==> src/rtl/vdm_tx_pkg.sv <==
// Shared definitions for the VDM transmit packet FIFO: FCR layout, FSM state types
// and default sizing.
package vdm_tx_pkg;

    localparam int VDM_TX_DEPTH_DEF   = 64;
    localparam int VDM_TX_MAX_PKT_DEF = 16;

    // FCR write bits
    localparam int FCR_COMMIT_BIT = 0;
    localparam int FCR_CLEAR_BIT  = 1;

    // FCR read layout
    localparam int FCR_FREE_LSB   = 0;
    localparam int FCR_CNT_LSB    = 16;
    localparam int FCR_STICKY_BIT = 24;
    localparam int FCR_DROP_LSB   = 25;

    localparam logic [7:0] PKT_CNT_MAX = 8'd255;

    typedef enum logic {
        WR_ACCEPT  = 1'b0,
        WR_DISCARD = 1'b1
    } wr_state_e;

    typedef enum logic {
        RD_IDLE = 1'b0,
        RD_SEND = 1'b1
    } rd_state_e;

    function automatic logic [6:0] sat_inc7(input logic [6:0] v);
        return (v == 7'h7F) ? v : v + 7'd1;
    endfunction

endpackage

==> src/rtl/vdm_tx_word_ram.sv <==
// Simple dual-port word store: one write port, one read port with a registered,
// enable-held output that directly feeds the stream data output.
module vdm_tx_word_ram #(
    parameter int DEPTH = 64,
    parameter int AW    = $clog2(DEPTH)
) (
    input  logic          clk,
    input  logic          rst_n,
    input  logic          wr_en_i,
    input  logic [AW-1:0] wr_addr_i,
    input  logic [31:0]   wr_data_i,
    input  logic          rd_en_i,
    input  logic [AW-1:0] rd_addr_i,
    output logic [31:0]   rd_data_o
);

    logic [31:0] mem_q [DEPTH];
    logic [31:0] rd_data_q;

    always_ff @(posedge clk) begin
        if (wr_en_i) begin
            mem_q[wr_addr_i] <= wr_data_i;
        end
    end

    // Read register holds its value when not enabled so stalled data stays put.
    always_ff @(posedge clk or negedge rst_n) begin
        if (!rst_n) begin
            rd_data_q <= 32'h0000_0000;
        end else if (rd_en_i) begin
            rd_data_q <= mem_q[rd_addr_i];
        end
    end

    assign rd_data_o = rd_data_q;

endmodule

==> src/rtl/vdm_tx_pkt_fifo.sv <==
// CSR-fed packet FIFO streaming committed VDM packets to the egress stage.
// Optional macro VDM_TX_DROP_CNT_EN adds a 7-bit dropped-packet count in fcr_rdata[31:25].
module vdm_tx_pkt_fifo
    import vdm_tx_pkg::*;
#(
    parameter int DEPTH         = VDM_TX_DEPTH_DEF,
    parameter int MAX_PKT_WORDS = VDM_TX_MAX_PKT_DEF
) (
    input  logic        clk,
    input  logic        rst_n,
    input  logic        csr_wr,
    input  logic        csr_sel,
    input  logic [31:0] csr_wdata,
    output logic [31:0] fcr_rdata,
    output logic [31:0] m_tdata,
    output logic        m_tvalid,
    output logic        m_tlast,
    input  logic        m_tready
);

    localparam int AW       = $clog2(DEPTH);
    localparam int UW       = AW + 1;
    localparam int LEN_W    = $clog2(MAX_PKT_WORDS + 1);
    localparam int LQ_DEPTH = (DEPTH < 256) ? DEPTH : 256;
    localparam int LQW      = $clog2(LQ_DEPTH);
    localparam logic [LEN_W-1:0] MAX_LEN = LEN_W'(MAX_PKT_WORDS);

    wr_state_e        wr_state_q, wr_state_d;
    rd_state_e        rd_state_q, rd_state_d;
    logic [AW-1:0]    wr_ptr_q, wr_ptr_d, pkt_start_q, pkt_start_d, rd_ptr_q, rd_ptr_d;
    logic [LEN_W-1:0] open_len_q, open_len_d, fetch_left_q, fetch_left_d;
    logic [UW-1:0]    used_q, used_d;
    logic [7:0]       pkt_cnt_q, pkt_cnt_d;
    logic             sticky_q, sticky_d;
    logic             valid_q, valid_d, last_q, last_d;
    logic [31:0]      fcr_q;

    logic [LEN_W-1:0] lq_mem_q [LQ_DEPTH];
    logic [LQW-1:0]   lq_wr_q, lq_rd_q;
    logic [LEN_W-1:0] lq_head_s;

    logic        dr_wr_s, commit_req_s, clear_req_s, store_full_s;
    logic        ram_we_s, ram_re_s, drop_s, commit_s, lq_pop_s;
    logic        xfer_s, load_s, last_xfer_s;
    logic [6:0]  drop_fld_s;
    logic [15:0] free_d_s;
    logic [31:0] ram_rdata_s;

    assign dr_wr_s      = csr_wr & ~csr_sel;
    assign commit_req_s = csr_wr & csr_sel & csr_wdata[FCR_COMMIT_BIT];
    assign clear_req_s  = csr_wr & csr_sel & csr_wdata[FCR_CLEAR_BIT];
    assign store_full_s = (used_q == UW'(DEPTH));
    assign xfer_s       = valid_q & m_tready;
    assign load_s       = ~valid_q | m_tready;
    assign last_xfer_s  = xfer_s & last_q;
    assign lq_head_s    = lq_mem_q[lq_rd_q];

    // Write side: word capture, commit, and drop/rewind handling.
    always_comb begin
        wr_state_d  = wr_state_q;
        wr_ptr_d    = wr_ptr_q;
        pkt_start_d = pkt_start_q;
        open_len_d  = open_len_q;
        sticky_d    = sticky_q;
        ram_we_s    = 1'b0;
        drop_s      = 1'b0;
        commit_s    = 1'b0;
        if (dr_wr_s && (wr_state_q == WR_ACCEPT)) begin
            if (store_full_s || (open_len_q == MAX_LEN)) begin
                drop_s     = 1'b1;
                wr_state_d = WR_DISCARD;
            end else begin
                ram_we_s   = 1'b1;
                wr_ptr_d   = wr_ptr_q + AW'(1);
                open_len_d = open_len_q + LEN_W'(1);
            end
        end else if (commit_req_s) begin
            if (wr_state_q == WR_DISCARD) begin
                wr_state_d = WR_ACCEPT;
            end else if (open_len_q == LEN_W'(0)) begin
                wr_state_d = WR_ACCEPT;
            end else if (pkt_cnt_q == PKT_CNT_MAX) begin
                // No room to count another packet: drop it but stay ready for the next one.
                drop_s = 1'b1;
            end else begin
                commit_s    = 1'b1;
                pkt_start_d = wr_ptr_q;
                open_len_d  = LEN_W'(0);
            end
        end else begin
            wr_state_d = wr_state_q;
        end
        if (drop_s) begin
            wr_ptr_d   = pkt_start_q;
            open_len_d = LEN_W'(0);
            sticky_d   = 1'b1;
        end else begin
            sticky_d = sticky_q;
        end
        if (clear_req_s) begin
            sticky_d = 1'b0;
        end else begin
            sticky_d = sticky_d;
        end
    end

    // Read FSM: prefetches into the output register whenever it is empty or draining.
    always_comb begin
        rd_state_d   = rd_state_q;
        rd_ptr_d     = rd_ptr_q;
        fetch_left_d = fetch_left_q;
        valid_d      = valid_q;
        last_d       = last_q;
        ram_re_s     = 1'b0;
        lq_pop_s     = 1'b0;
        case (rd_state_q)
            RD_IDLE: begin
                if (pkt_cnt_q != 8'd0) begin
                    lq_pop_s     = 1'b1;
                    ram_re_s     = 1'b1;
                    rd_ptr_d     = rd_ptr_q + AW'(1);
                    valid_d      = 1'b1;
                    last_d       = (lq_head_s == LEN_W'(1));
                    fetch_left_d = lq_head_s - LEN_W'(1);
                    rd_state_d   = RD_SEND;
                end else begin
                    valid_d = 1'b0;
                end
            end
            RD_SEND: begin
                if (!load_s) begin
                    valid_d = valid_q;
                end else if (fetch_left_q != LEN_W'(0)) begin
                    ram_re_s     = 1'b1;
                    rd_ptr_d     = rd_ptr_q + AW'(1);
                    valid_d      = 1'b1;
                    last_d       = (fetch_left_q == LEN_W'(1));
                    fetch_left_d = fetch_left_q - LEN_W'(1);
                end else if (pkt_cnt_q > 8'd1) begin
                    // Final word leaving and another packet queued: chain without a gap.
                    lq_pop_s     = 1'b1;
                    ram_re_s     = 1'b1;
                    rd_ptr_d     = rd_ptr_q + AW'(1);
                    valid_d      = 1'b1;
                    last_d       = (lq_head_s == LEN_W'(1));
                    fetch_left_d = lq_head_s - LEN_W'(1);
                end else begin
                    valid_d    = 1'b0;
                    last_d     = 1'b0;
                    rd_state_d = RD_IDLE;
                end
            end
            default: begin
                valid_d    = 1'b0;
                last_d     = 1'b0;
                rd_state_d = RD_IDLE;
            end
        endcase
    end

    // Occupancy and committed-packet bookkeeping.
    always_comb begin
        used_d = used_q;
        if (ram_we_s) begin
            used_d = used_d + UW'(1);
        end else if (drop_s) begin
            used_d = used_d - UW'(open_len_q);
        end else begin
            used_d = used_q;
        end
        if (xfer_s) begin
            used_d = used_d - UW'(1);
        end else begin
            used_d = used_d;
        end
        if (commit_s && !last_xfer_s) begin
            pkt_cnt_d = pkt_cnt_q + 8'd1;
        end else if (!commit_s && last_xfer_s) begin
            pkt_cnt_d = pkt_cnt_q - 8'd1;
        end else begin
            pkt_cnt_d = pkt_cnt_q;
        end
    end

    assign free_d_s = 16'(DEPTH) - 16'(used_d);

`ifdef VDM_TX_DROP_CNT_EN
    logic [6:0] drop_cnt_q, drop_cnt_d;

    always_comb begin
        drop_cnt_d = drop_cnt_q;
        if (clear_req_s) begin
            drop_cnt_d = 7'd0;
        end else if (drop_s) begin
            drop_cnt_d = sat_inc7(drop_cnt_q);
        end else begin
            drop_cnt_d = drop_cnt_q;
        end
    end

    always_ff @(posedge clk or negedge rst_n) begin
        if (!rst_n) begin
            drop_cnt_q <= 7'd0;
        end else begin
            drop_cnt_q <= drop_cnt_d;
        end
    end

    assign drop_fld_s = drop_cnt_d;
`else
    assign drop_fld_s = 7'd0;
`endif

    // Length queue storage; one entry per committed packet not yet started.
    always_ff @(posedge clk) begin
        if (commit_s) begin
            lq_mem_q[lq_wr_q] <= open_len_q;
        end
    end

    always_ff @(posedge clk or negedge rst_n) begin
        if (!rst_n) begin
            wr_state_q   <= WR_ACCEPT;
            rd_state_q   <= RD_IDLE;
            wr_ptr_q     <= AW'(0);
            pkt_start_q  <= AW'(0);
            rd_ptr_q     <= AW'(0);
            open_len_q   <= LEN_W'(0);
            fetch_left_q <= LEN_W'(0);
            used_q       <= UW'(0);
            pkt_cnt_q    <= 8'd0;
            sticky_q     <= 1'b0;
            valid_q      <= 1'b0;
            last_q       <= 1'b0;
            lq_wr_q      <= LQW'(0);
            lq_rd_q      <= LQW'(0);
            fcr_q        <= {7'd0, 1'b0, 8'd0, 16'(DEPTH)};
        end else begin
            wr_state_q   <= wr_state_d;
            rd_state_q   <= rd_state_d;
            wr_ptr_q     <= wr_ptr_d;
            pkt_start_q  <= pkt_start_d;
            rd_ptr_q     <= rd_ptr_d;
            open_len_q   <= open_len_d;
            fetch_left_q <= fetch_left_d;
            used_q       <= used_d;
            pkt_cnt_q    <= pkt_cnt_d;
            sticky_q     <= sticky_d;
            valid_q      <= valid_d;
            last_q       <= last_d;
            lq_wr_q      <= commit_s ? lq_wr_q + LQW'(1) : lq_wr_q;
            lq_rd_q      <= lq_pop_s ? lq_rd_q + LQW'(1) : lq_rd_q;
            fcr_q        <= {drop_fld_s, sticky_d, pkt_cnt_d, free_d_s};
        end
    end

    vdm_tx_word_ram #(
        .DEPTH (DEPTH),
        .AW    (AW)
    ) u_word_ram (
        .clk       (clk),
        .rst_n     (rst_n),
        .wr_en_i   (ram_we_s),
        .wr_addr_i (wr_ptr_q),
        .wr_data_i (csr_wdata),
        .rd_en_i   (ram_re_s),
        .rd_addr_i (rd_ptr_q),
        .rd_data_o (ram_rdata_s)
    );

    assign fcr_rdata = fcr_q;
    assign m_tdata   = ram_rdata_s;
    assign m_tvalid  = valid_q;
    assign m_tlast   = last_q;

endmodule

==> config.mk <==
export PLATFORM = sky130hd
export DESIGN_NAME = vdm_tx_pkt_fifo
export DESIGN_NICKNAME = d
export VERILOG_FILES = /design/src/rtl/vdm_tx_pkg.sv /design/src/rtl/vdm_tx_word_ram.sv /design/src/rtl/vdm_tx_pkt_fifo.sv
export SDC_FILE = /design/constraint.sdc
export NUM_CORES = 2
export LEC_CHECK = 0
export CORE_ASPECT_RATIO = 1.5
export CORE_MARGIN = 2
export CORE_UTILIZATION = 40
export CTS_CLUSTER_SIZE = 14
export DETAILED_ROUTE_END_ITERATION = 6
export GPL_TIMING_DRIVEN = 0
export PLACE_DENSITY = 0.59
export SLEW_MARGIN = 10
export SYNTH_ARGS = -nofsm -noshare
export SYNTH_HDL_FRONTEND = slang
export SYNTH_SLANG_ARGS = --single-unit
==> constraint.sdc <==
create_clock -name clk -period 5 [get_ports clk]
set_input_delay 1 -clock clk [delete_from_list [all_inputs] [get_ports clk]]
set_output_delay 1 -clock clk [all_outputs]
set_load 0.05 [all_outputs]
* After elaboration in Yosys (flattened, before gate mapping)
Memories as Yosys holds them, arrays and structs flattened. A register that Yosys moved wholly into a read port is not among the register bits. Cells that the tools add are included.
Cells by class: reductions and logical operators 19, magnitude comparators 1, mux-type cells 64, bitwise operators 14, equality and inequality tests 14, $add $sub $neg 13
Operators with widths (count):
- two-way mux 5 bit | 11
- two-way mux 6 bit | 7
- two-way mux 1 bit | 34
- adder 6 x 1 -> 6 bit, second input constant | 4
- two-way mux 7 bit | 3
- two-way mux 8 bit | 2
- one-hot mux 6 bit (2 select lines) | 1
- == test 5 x 1 -> 1 bit, second input constant | 2
- one-hot mux 1 bit (2 select lines) | 5
- one-hot mux 5 bit (2 select lines) | 1
- AND reduction 5 bit | 2
- subtractor 5 x 1 -> 5 bit, second input constant | 2
- != test 3 bit, second input constant | 3
- adder 8 x 1 -> 8 bit, second input constant | 1
- == test 8 bit, second input constant | 1
- greater-than comparator 8 x 1 -> 1 bit, second input constant | 1
- nonzero test 8 bit | 1
- subtractor 7 x 7 -> 8 bit, first input constant | 1
- subtractor 8 x 1 -> 8 bit, second input constant | 1
- adder 7 x 1 -> 7 bit, second input constant | 1
- == test 7 bit, second input constant | 1
- NOT 1 bit | 7
- subtractor 7 x 1 -> 7 bit, second input constant | 1
- subtractor 7 x 5 -> 7 bit | 1
- other kinds (16) | 31
Storage, ports and cells: memories kept 2, output and inout bits 66, bits in registers 85, word-level logic and storage cells 142, memory bits (writable) 2368
Memories:
- u_word_ram.mem_q | words 64, bits a word 32, read ports 1, clocked after memory_dff 1, write ports 1, RTL line vdm_tx_word_ram.sv:17 | logic [31:0] mem_q [DEPTH];
- lq_mem_q | words 64, bits a word 5, read ports 1, clocked after memory_dff 0, write ports 1, RTL line vdm_tx_pkt_fifo.sv:38 | logic [LEN_W-1:0] lq_mem_q [LQ_DEPTH];

* Depth between registers and ports, before layout
depth after elaboration 11, gate-level depth with buffers 15, gate-level depth less buffers 14

* Cells and area by module
From an unflattened synthesis, not the netlist that was laid out.
Unflattened totals: cell total of the unflattened synthesis 4844, area, all modules 96627.7 µm²
Modules (own cells, without submodules):
- vdm_tx_word_ram | times used 1, cells an instance 3843, area an instance 79990.5 µm²
- vdm_tx_pkt_fifo | times used 1, cells an instance 1001, area an instance 16637.2 µm²

* Least setup slack after synthesis
No wires, ideal clock.
kind reg2reg, start register open_len_q[1], end memory u_word_ram.mem_q[61][0] (enable), slack 0.452 ns, arrival time 4.127 ns, setup time 0.421 ns, cell stages (with the launch flop) 9, data required time 4.579 ns, path through dfrtp_1 -> inv_1 -> ha_1 -> nand4bb_1 -> nand2_2 -> nor2_1 -> clkbuf_1 -> nand4b_1 -> nor2_1
On the way: cells in the longest elaborated chain, start to end 6
Ends and longest elaborated chain:
- start: declaration | RTL line vdm_tx_pkt_fifo.sv:31 | logic [LEN_W-1:0] open_len_q, open_len_d, fetch_left_q, fetch_left_d;
- start signal: assignment | RTL line vdm_tx_pkt_fifo.sv:244 | open_len_q <= open_len_d;
- == test 5 bit | RTL line vdm_tx_pkt_fifo.sv:69 | if (store_full_s || (open_len_q == MAX_LEN)) begin
- logical OR 1 bit | RTL line vdm_tx_pkt_fifo.sv:69
- two-way mux 1 bit | RTL line vdm_tx_pkt_fifo.sv:69
- two-way mux 1 bit | RTL line vdm_tx_pkt_fifo.sv:68 | if (dr_wr_s && (wr_state_q == WR_ACCEPT)) begin
- two-way mux 1 bit | RTL line vdm_tx_word_ram.sv:21 | if (wr_en_i) begin
- two-way mux 1 bit (not written as such) | RTL line vdm_tx_word_ram.sv:22 | mem_q[wr_addr_i] <= wr_data_i;
- end: declaration | RTL line vdm_tx_word_ram.sv:17
Every way passes these cells.

* Final worst setup path
start register lq_rd_q[1], end register fetch_left_q[4]
On the way: cells in the longest elaborated chain, start to end 6, elaborated cells on any way between the ends 7, those cells by class add/sub (1); mux (5); memory (1)
Ends and longest elaborated chain:
- start: declaration | RTL line vdm_tx_pkt_fifo.sv:39 | logic [LQW-1:0] lq_wr_q, lq_rd_q;
- start signal: assignment | RTL line vdm_tx_pkt_fifo.sv:252 | lq_rd_q <= lq_pop_s ? lq_rd_q + LQW'(1) : lq_rd_q;
- memory read (64 x 5 bit) (*)
- subtractor 5 x 1 -> 5 bit (*) | RTL line vdm_tx_pkt_fifo.sv:124, vdm_tx_pkt_fifo.sv:146
- two-way mux 5 bit | RTL line vdm_tx_pkt_fifo.sv:139 | end else if (pkt_cnt_q > 8'd1) begin
- two-way mux 5 bit | RTL line vdm_tx_pkt_fifo.sv:133 | end else if (fetch_left_q != LEN_W'(0)) begin
- two-way mux 5 bit | RTL line vdm_tx_pkt_fifo.sv:131 | if (!load_s) begin
- one-hot mux 5 bit (2 select lines) (*) | RTL line vdm_tx_pkt_fifo.sv:116 | case (rd_state_q)
- end signal: assignment | RTL line vdm_tx_pkt_fifo.sv:245 | fetch_left_q <= fetch_left_d;
- end: declaration | RTL line vdm_tx_pkt_fifo.sv:31
Mark *: on every way between the ends. The rest lies on a longest branch, timed or not. The select of a mux whose other input is x is not followed. A chain may end at the register's enable or synchronous reset.

==> impl_metrics.json <==
{
  "syn_avg_cell_area_sq_um": 23.1,
  "rsz0062_at_grt": "no",
  "critical_path_arrival_ps": 5700,
  "wl_um": 253000,
  "grt_overflow_total": 0,
  "crit_path_start_kind": "register",
  "peakVddDrop_v": 0.000295,
  "die-height_um": 603,
  "htreeDepth": 4,
  "synth_top_area_share_pct": 74.4,
  "fmax_ghz": 0.202,
  "max-cap-violations": 0,
  "nets": 4658,
  "hold_path_class": "input pin to register",
  "grt_max_degree": 66,
  "ant_nets": 0,
  "syn_to_final_growth_pct": 15.1,
  "cts_tree": "yes",
  "grt_pass1_vias": 46694,
  "antenna_found_initial": 24,
  "die-area_sq_mm": 0.243,
  "clk_pin_slew_worst_paths_ps": 70,
  "power.density_mw_per_mm2": 536,
  "tightestPinTransition_ps": 1360,
  "cts_buffer_depth": 4,
  "endpoint_kind": "register",
  "clock_latency_ps": 910,
  "ys_warn_count": 0,
  "p_leak_uw": 0.0340,
  "synthCells": 4143,
  "fin_skew_ps": 80.3,
  "synth-edff-count": 2368,
  "ys_seq_area_share_pct": 77.0,
  "start_util_pct": 40.3,
  "wl_per_cell_um": 32.2,
  "place_area_sq_mm": 0.103,
  "routed-via-count": 45104,
  "std_cell_rows": 219,
  "hold_violations": 0,
  "routabilityCongestion": 0.846,
  "setup_tns_ps": 0,
  "post-dp-hpwl_um": 172000,
  "setup_viol": 0,
  "track_usage_pct": 20.7,
  "fin_area_sq_mm": 0.110,
  "drc": 0,
  "final_core_util_pct": 46.3,
  "cts-root-buf": "clkbuf_16",
  "fin_cells": 7870,
  "drive_above_1_share_pct": 29.6,
  "grt_first_pass_wirelength_um": 355000,
  "drtIter0Drc": 4545,
  "cts_sinks": 2467,
  "async_reset_ff_share_pct": 4.01,
  "first_pass_iters": 7,
  "yosys-top-cells-area": "edfxtp_1, mux4_2, dfrtp_1",
  "slew_violations": 0,
  "period_minus_slack_ps": 4950,
  "port_buffers": 95,
  "vias_per_cell": 5.73,
  "fp.dieW_um": 403,
  "worst-setup-path-type": "register to register",
  "slew_headroom_pct": 9.54,
  "total_power_uw": 58900,
  "placed_cells": 7445,
  "core_area_sq_mm": 0.237,
  "syn_area_sq_mm": 0.0955,
  "cts_buffers": 228,
  "cp_max_fo": 10,
  "status": "completed",
  "synth.distinct_cells": 75,
  "io_pins": 103,
  "cp_data_required_time_ps": 5750,
  "fin_crit_sh_pct": 98.9,
  "synth-main-ff-cell": "edfxtp_1",
  "yosys_register_bits": 2467,
  "yosys.area.top_type": "edfxtp_1"
}
==> through the flow <==
stage	setup slack [ps]	hold slack [ps]
after floorplan	452	481
after CTS	63.1	322
after global routing	72.5	349
after global placement	-3560	468
final	53.2	382
after detailed placement	-605	468
==> cells in the mapped netlist, types with 4 or more instances <==
library cell / n
or3_1: 7
a211oi_1: 6
xnor2_1: 25
a21oi_1: 37
o21ai_0: 28
buf_4: 20
buf_1: 24
a22oi_1: 26
o211ai_1: 4
dfrtp_1: 98
and2_1: 5
nand3b_1: 10
mux4_2: 752
nor3_1: 16
nand3_1: 28
nand2_1: 139
mux2_2: 11
nor2b_1: 8
and3_1: 4
a221oi_1: 4
or2_2: 6
mux2i_1: 7
o22ai_1: 8
a31oi_1: 10
xor2_1: 8
inv_1: 28
buf_2: 56
nand4_1: 8
clkbuf_1: 133
edfxtp_1: 2368
ha_1: 25
nor2_1: 171
==> worst max-delay path: stages (launching register included) <==
cell	delay (ps)
dfrtp_1	340
buf_2	230
clkbuf_1	770
clkbuf_1	790
mux4_2	460
a22oi_1	200
a21oi_1	160
nor4_1	1070
ha_1	360
nand3_1	100
xor2_1	190
o22ai_1	100
==> power breakdown <==
| group | switching, uW | internal [uW] |
|---|---|---|
| Clock | 7550 | 9090 |
| Sequential | 548 | 23400 |
| Combinational | 10500 | 7800 |
==> state kept, by name, summed over array words and instances, names as in the netlist <==
name                  count
rd_ptr_q                  6
lq_wr_q                   6
open_len_q                5
m_tvalid                  1
fetch_left_q              5
wr_ptr_q                  6
pkt_cnt_q                 7
used_q                    7
u_word_ram.mem_q       2048
m_tlast                   1
u_word_ram.rd_data_o     32
fcr_rdata                 9
lq_mem_q                320
wr_state_q                1
pkt_start_q               6
lq_rd_q                   6
rd_state_q                1
==> layer usage <==
layer	part of all wire, %	GRT usage [%]
met2	55	38.6
met4	3.3	6.53
met1	36	24.5
met5	0.015	0
met3	5.4	3.05
==> what timing repair did <==
action,4_1_cts,5_1_grt
buffers inserted,0,12
gates resized for setup,0,0
endpoints found under the hold margin,22,0
hold buffers,1,0
setup endpoints to repair,0,111
==> area by class of cell <==
class	count	area, sq um
well taps	3094	3870
multi-input cells	1420	21300
plain buffers	234	1040
clock buffers	318	6280
diodes	3	7.51
inverters	28	105
clock inverters	90	658
repair buffers	216	3060
fillers	19507	127000
flip-flops and latches	2467	73600
==> cell families (layout without fill, tap and decap cells) <==
family	after synthesis	count (layout)	synth area share, %
simple gates	427	427	2.04
other cells	1	10	0.00392
flops	2467	2467	77.0
xor+xnor	35	35	0.337
compound gates	155	155	1.14
mux	770	770	17.9
buf+inv	262	886	1.18
fa+ha+maj	26	26	0.348
==> layout by cell type (no fill, tap or decap), drive strengths merged, types with 8 or more instances in the layout <==
cell type	n
a21oi	39
clkbuf	453
buf	252
clkdlybuf4s50	62
xor2	10
ha	25
nand3	28
mux4	752
inv	32
dfrtp	98
nor3	16
a22oi	26
nand2	140
xnor2	25
clkinv	75
edfxtp	2368
nand4	8
o21ai	32
nor2b	8
nor2	172
o22ai	8
mux2	11
nand3b	10
a31oi	10
==> worst paths after layout <==
| path | to | depth (start not counted) | slack [ps] | from |
|---|---|---|---|---|
| min | u_word_ram.mem_q[13][9]$_DFFE_PP_ | 1 | 380 | csr_wdata[9] |
| max reg2reg | fetch_left_q[4]$_DFFE_PN0P_ | 11 | 50 | lq_rd_q[1]$_DFFE_PN0P_ |
| min reg2reg | u_word_ram.rd_data_o[9]$_DFFE_PN0P_ | 2 | 480 | u_word_ram.rd_data_o[9]$_DFFE_PN0P_ |
| max in group asynchronous | u_word_ram.rd_data_o[20]$_DFFE_PN0P_ | 3 | 3560 | rst_n |
| max | fetch_left_q[4]$_DFFE_PN0P_ | 11 | 50 | lq_rd_q[1]$_DFFE_PN0P_ |
| min in group asynchronous | lq_wr_q[4]$_DFFE_PN0P_ | 2 | 580 | rst_n |
No activity file was read; power rests on OpenSTA's default activity.
